### config.mk
export PLATFORM = sky130hd
export DESIGN_NAME = lsu_axi_bridge
export DESIGN_NICKNAME = d
export VERILOG_FILES = /design/src/rtl/lsu_axi_bridge.sv
export SDC_FILE = /design/constraint.sdc
export NUM_CORES = 1
export LEC_CHECK = 0
export CELL_PAD_IN_SITES_DETAIL_PLACEMENT = 1
export CELL_PAD_IN_SITES_GLOBAL_PLACEMENT = 1
export CORE_UTILIZATION = 34
export CTS_BUF_LIST = sky130_fd_sc_hd__clkbuf_2
export DETAILED_ROUTE_END_ITERATION = 6
export GPL_ROUTABILITY_DRIVEN = 1
export PLACE_DENSITY_LB_ADDON = 0.12
export SYNTH_ARGS = -nofsm -noshare
export SYNTH_HDL_FRONTEND = slang
export SYNTH_SLANG_ARGS = --single-unit
### constraint.sdc
create_clock -name clk -period 6.1 [get_ports clk]
set_input_delay 1.83 -clock clk [delete_from_list [all_inputs] [get_ports clk]]
set_output_delay 1.83 -clock clk [all_outputs]
set_load 0.1 [all_outputs]
### src/rtl/lsu_axi_bridge.sv
// rtl/lsu_axi_bridge.sv - load/store stage to AXI4-Lite data bus master
module lsu_axi_bridge #(
  parameter int ADDR_W = 32,
  parameter int DATA_W = 32
) (
  input  logic              clk,
  input  logic              rst,
  input  logic              i_req_valid,
  output logic              o_req_ready,
  input  logic              i_req_wen,
  input  logic [2:0]        i_req_func3,
  input  logic [ADDR_W-1:0] i_req_addr,
  input  logic [DATA_W-1:0] i_req_wdata,
  output logic              o_resp_valid,
  input  logic              i_resp_ready,
  output logic [DATA_W-1:0] o_resp_rdata,
  output logic              o_resp_err,
  output logic [ADDR_W-1:0] o_araddr,
  output logic              o_arvalid,
  input  logic              i_arready,
  input  logic [DATA_W-1:0] i_rdata,
  input  logic [1:0]        i_rresp,
  input  logic              i_rvalid,
  output logic              o_rready,
  output logic [ADDR_W-1:0] o_awaddr,
  output logic              o_awvalid,
  input  logic              i_awready,
  output logic [DATA_W-1:0] o_wdata,
  output logic [3:0]        o_wstrb,
  output logic              o_wvalid,
  input  logic              i_wready,
  input  logic [1:0]        i_bresp,
  input  logic              i_bvalid,
  output logic              o_bready
);

  typedef enum logic [2:0] {IDLE, AR, R, AW_W, B, RESP} state_t;

  state_t            state_q, state_d;
  logic [2:0]        func3_q, func3_d;
  logic [1:0]        off_q, off_d;
  logic              arvalid_q, arvalid_d;
  logic [ADDR_W-1:0] araddr_q, araddr_d;
  logic              rready_q, rready_d;
  logic              awvalid_q, awvalid_d;
  logic [ADDR_W-1:0] awaddr_q, awaddr_d;
  logic              wvalid_q, wvalid_d;
  logic [DATA_W-1:0] wdata_q, wdata_d;
  logic [3:0]        wstrb_q, wstrb_d;
  logic              bready_q, bready_d;
  logic              resp_valid_q, resp_valid_d;
  logic [DATA_W-1:0] resp_rdata_q, resp_rdata_d;
  logic              resp_err_q, resp_err_d;

  logic              accept;
  logic              illegal;
  logic              misaligned;
  logic [DATA_W-1:0] shifted;
  logic [DATA_W-1:0] load_ext;
  logic              rd_err;

  assign o_req_ready = (state_q == IDLE) && !rst;
  assign accept      = i_req_valid && o_req_ready;

  // Request decode and load-data alignment/extension.
  always_comb begin
    illegal    = i_req_wen ? (i_req_func3 >= 3'd3)
                           : (i_req_func3 == 3'd3 || i_req_func3 == 3'd6 || i_req_func3 == 3'd7);
    misaligned = (i_req_func3[1:0] == 2'b01 && i_req_addr[0]) ||
                 (i_req_func3[1:0] == 2'b10 && i_req_addr[1:0] != 2'b00);
    shifted    = i_rdata >> {off_q, 3'b000};
    case (func3_q)
      3'b000:  load_ext = {{24{shifted[7]}}, shifted[7:0]};
      3'b001:  load_ext = {{16{shifted[15]}}, shifted[15:0]};
      3'b100:  load_ext = {24'd0, shifted[7:0]};
      3'b101:  load_ext = {16'd0, shifted[15:0]};
      default: load_ext = shifted;
    endcase
    rd_err = (i_rresp != 2'b00);
  end

  // Next-state and registered-output computation for the transaction FSM.
  always_comb begin
    state_d      = state_q;
    func3_d      = func3_q;
    off_d        = off_q;
    arvalid_d    = arvalid_q;
    araddr_d     = araddr_q;
    rready_d     = rready_q;
    awvalid_d    = awvalid_q;
    awaddr_d     = awaddr_q;
    wvalid_d     = wvalid_q;
    wdata_d      = wdata_q;
    wstrb_d      = wstrb_q;
    bready_d     = bready_q;
    resp_valid_d = resp_valid_q;
    resp_rdata_d = resp_rdata_q;
    resp_err_d   = resp_err_q;
    case (state_q)
      IDLE: begin
        if (accept) begin
          func3_d = i_req_func3;
          off_d   = i_req_addr[1:0];
          if (illegal || misaligned) begin
            // Rejected before any bus activity.
            state_d      = RESP;
            resp_valid_d = 1'b1;
            resp_err_d   = 1'b1;
            resp_rdata_d = '0;
          end else if (i_req_wen) begin
            state_d   = AW_W;
            awvalid_d = 1'b1;
            wvalid_d  = 1'b1;
            awaddr_d  = {i_req_addr[ADDR_W-1:2], 2'b00};
            case (i_req_func3[1:0])
              2'b00: begin
                wdata_d = {4{i_req_wdata[7:0]}};
                wstrb_d = 4'b0001 << i_req_addr[1:0];
              end
              2'b01: begin
                wdata_d = {2{i_req_wdata[15:0]}};
                wstrb_d = 4'b0011 << i_req_addr[1:0];
              end
              default: begin
                wdata_d = i_req_wdata;
                wstrb_d = 4'b1111;
              end
            endcase
          end else begin
            state_d   = AR;
            arvalid_d = 1'b1;
            araddr_d  = {i_req_addr[ADDR_W-1:2], 2'b00};
          end
        end
      end
      AR: begin
        if (i_arready) begin
          arvalid_d = 1'b0;
          rready_d  = 1'b1;
          state_d   = R;
        end
      end
      R: begin
        if (i_rvalid) begin
          rready_d     = 1'b0;
          state_d      = RESP;
          resp_valid_d = 1'b1;
          resp_err_d   = rd_err;
          resp_rdata_d = rd_err ? '0 : load_ext;
        end
      end
      AW_W: begin
        if (awvalid_q && i_awready) awvalid_d = 1'b0;
        if (wvalid_q && i_wready) wvalid_d = 1'b0;
        // Both channels done, counting any handshake landing this cycle.
        if ((!awvalid_q || i_awready) && (!wvalid_q || i_wready)) begin
          state_d  = B;
          bready_d = 1'b1;
        end
      end
      B: begin
        if (i_bvalid) begin
          bready_d     = 1'b0;
          state_d      = RESP;
          resp_valid_d = 1'b1;
          resp_err_d   = (i_bresp != 2'b00);
          resp_rdata_d = '0;
        end
      end
      RESP: begin
        if (i_resp_ready) begin
          resp_valid_d = 1'b0;
          state_d      = IDLE;
        end
      end
      default: state_d = IDLE;
    endcase
  end

  // State and output registers; reset abandons any outstanding transaction.
  always_ff @(posedge clk) begin
    if (rst) begin
      state_q      <= IDLE;
      func3_q      <= '0;
      off_q        <= '0;
      arvalid_q    <= 1'b0;
      araddr_q     <= '0;
      rready_q     <= 1'b0;
      awvalid_q    <= 1'b0;
      awaddr_q     <= '0;
      wvalid_q     <= 1'b0;
      wdata_q      <= '0;
      wstrb_q      <= '0;
      bready_q     <= 1'b0;
      resp_valid_q <= 1'b0;
      resp_rdata_q <= '0;
      resp_err_q   <= 1'b0;
    end else begin
      state_q      <= state_d;
      func3_q      <= func3_d;
      off_q        <= off_d;
      arvalid_q    <= arvalid_d;
      araddr_q     <= araddr_d;
      rready_q     <= rready_d;
      awvalid_q    <= awvalid_d;
      awaddr_q     <= awaddr_d;
      wvalid_q     <= wvalid_d;
      wdata_q      <= wdata_d;
      wstrb_q      <= wstrb_d;
      bready_q     <= bready_d;
      resp_valid_q <= resp_valid_d;
      resp_rdata_q <= resp_rdata_d;
      resp_err_q   <= resp_err_d;
    end
  end

  assign o_arvalid    = arvalid_q;
  assign o_araddr     = araddr_q;
  assign o_rready     = rready_q;
  assign o_awvalid    = awvalid_q;
  assign o_awaddr     = awaddr_q;
  assign o_wvalid     = wvalid_q;
  assign o_wdata      = wdata_q;
  assign o_wstrb      = wstrb_q;
  assign o_bready     = bready_q;
  assign o_resp_valid = resp_valid_q;
  assign o_resp_rdata = resp_rdata_q;
  assign o_resp_err   = resp_err_q;

endmodule

==> metrics.csv <==
stage,metric,value,unit
status,status,"finished, final reports clean",
global_routing,grt ovf,0,
floorplanning,total core area,18000,um2
pwr,Internal Power,0.00138,W
clock_tree,CTS resizes,0,
yosys,Post-synth EDFFs,0,
final_layout,Area Overhead vs Synth,44.7,%
yosys,synth cell count leaders,"196 x nand2_1, 143 x dfxtp_1, 94 x a21oi_1, 39 x nor2_1, 34 x mux2i_1",
sta,RSZ-0062 raised after global routing,no,
pwr,switch share,0.434,
pwr,Comb power frac,0.351,
pwr,Worst VDD drop,211,uV
final_layout,final net count,1085,
detailed_routing,total number of vias,6154,
floorplanning,Chip Width,138,um
pwr,Clk pwr share,0.218,
worst_hold_path,Worst Hold Class,flip-flop to flip-flop,
yosys,Avg Inst Size Synth,8.27,um2
detailed_routing,router iterations before antenna repair,4,
critical_path,Crit. End Element,output port,
yosys,Yosys top cell area share,0.458,
detailed_routing,post-route ant nets,0,
sta,clock skew,0.0251,ns
global_routing,GRT met3 Usage,0.0798,
pwr,Lkg Pwr,3.04,nW
floorplanning,die height,138,um
final_layout,Final Util,0.503,
detailed_routing,DRC viols,0,
yosys,Post-Syn Area,6250,um2
yosys,Netlist cell types,50,
yosys,register area share after synthesis,0.458,
global_routing,first-pass GRT wire length,33100,um
clock_tree,clock root buffer,clkbuf_2,
placed_design,placed wire-length estimate,15400,um
sta,post-route setup TNS,0,ns
global_routing,M1 GR Usage,0.277,
global_routing,pin count of the biggest net entering global routing,82,
pwr,Net Switching,0.00106,W
pwr,Pwr Total,0.00243,W
sta,Max Fclk,0.220,GHz
clock_tree,Clock Latency Late Sink,0.74,ns
sta,Max Slew Vio Count,0,
critical_path,crit start category,input port,
yosys,Synth async-reset ratio,0,
clock_tree,CTS tree,yes,
critical_path,critical path data arrival time,2.71,ns
clock_tree,cts bufs inserted,17,
clock_tree,clock buffer depth,2,
sta,"Hold Violations, Final",0,
yosys,Yosys warning count,0,
clock_tree,post-CTS setup buffers,0,
clock_tree,# hold bufs at CTS,0,
global_routing,initial antenna violation count,0,
yosys,Synth Flop Type,dfxtp_1,
clock_tree,Worst-path clk slew,0.21,ns
placed_design,Placed Cells,1182,
critical_path,critical path peak fanout,52,
sta,Worst Max-Slew Pin Slew,1.08,ns
placed_design,GPL Wtd Cong,0.791,
clock_tree,# H-tree levels,4,
sta,Finish-stage setup viols,0,
detailed_routing,DRT Wirelength,21800,um
detailed_routing,DRT iter0 DRCs,255,
floorplanning,Initial Util,0.348,
global_routing,met2 global-route usage,0.389,
detailed_routing,WL per Instance,17.9,um
floorplanning,Top Ports,253,
global_routing,number of global-route vias before repair,6093,
final_layout,n_diodes,0,
sta,period utilization,0.744,
floorplanning,Core Rows,49,
floorplanning,Total Die Area,18900,um2
pwr,Flop pwr share,0.431,
sta,Worst slew margin,0.277,
clock_tree,CTS Sinks,143,
run,max cap viols,0,
final_layout,layout cells sized above 1,0.0619,
global_routing,Total Routing Usage GR,0.229,
global_routing,Most Crowded Layer GR,met2,
sta,Tmin final,4.54,ns
critical_path,Crit Path Category,input port to output port,
yosys,"count leader, synth",nand2_1,
yosys,post-synthesis cell count,755,
final_layout,fin cells,1214,
yosys,"area leader, netlist",dfxtp_1,
detailed_routing,Via density,5.07,
pwr,Pwr Density,269,nW/um2
placed_design,I/O Buffers,248,
yosys,Yosys reg bits,143,
critical_path,CP required,4.27,ns
yosys,top post-synthesis cells by area,"dfxtp_1 46%, nand2_1 12%, a21oi_1 7.5%",
-- flip-flops by register name (all words and copies together) (netlist names), 2 cells and up --
signal	flops
o_resp_rdata	32
off_q	2
o_wstrb	4
o_araddr	30
o_wdata	32
o_awaddr	30
func3_q	3
state_q	3
-- layout by cell type (no fill, tap or decap), types with 8 or more instances in the layout --
master	instances
clkdlybuf4s50_1	246
nand2_1	196
dfxtp_1	143
a21oi_1	94
nor2_1	39
mux2i_1	34
o21ai_0	21
a211oi_1	19
clkbuf_2	17
o211ai_1	16
a22o_1	16
nand3b_1	13
buf_4	12
a311oi_1	11
nand3_1	11
o31ai_1	8
-- metrics by stage --
step	hold slack (ns)	worst slack (ns)	area [um2]
floorplan	0.484	1.43	6260
global placement	0.441	1.38	8830
detailed placement	0.447	1.33	8830
CTS	0.473	1.54	9040
global route	0.492	1.49	9040
finish	0.469	1.56	9040
-- power groups by stage --
stage | logic, W | clock network [W] | registers, W
after global routing | 0.000918 | 0.000588 | 0.00106
after detailed placement | 0.000853 | 0 | 0.00107
after floorplan | 0.000433 | 0 | 0.00123
after global placement | 0.000845 | 0 | 0.00106
after CTS | 0.000856 | 0.000554 | 0.00105
final | 0.000854 | 0.000530 | 0.00105
-- layer usage --
layer,vias up,share of wire
met2,152,0.49
met4,0,0.0092
li1,3070,-
met1,2914,0.43
met3,18,0.069
met5,-,0
-- kinds of logic after synthesis --
logic type	after synthesis	share of synthesized area
and+or+nand+nor	294	0.209
AOI/OAI and AO/OA	207	0.213
DFF	143	0.458
buffers and inverters	69	0.0519
muxes	41	0.0671
other	1	0.000600
-- worst paths after layout --
check             slack, ns  cells past startpoint         from          end
setup / recovery       1.56                      3          rst  o_req_ready
hold / removal         0.47                      2  o_wdata[29]  o_wdata[29]
setup reg to reg       3.08                      5   state_q[0]   o_wstrb[1]
hold reg to reg        0.47                      2  o_wdata[29]  o_wdata[29]
-- area by class of cell --
type	count	area, um2
fill	2129	8930
multi-input combinational	546	3090
sequential	143	2860
timing repair buffer	259	2570
tap	229	287
clock inverter	15	126
clock buffer	17	85.1
inverter	5	18.8
-- worst max-delay path: stages --
cell and delay [ns]:
buf_4 0.28, nor4_4 0.24, buf_4 0.35
Power figures use the tool's default switching activity.
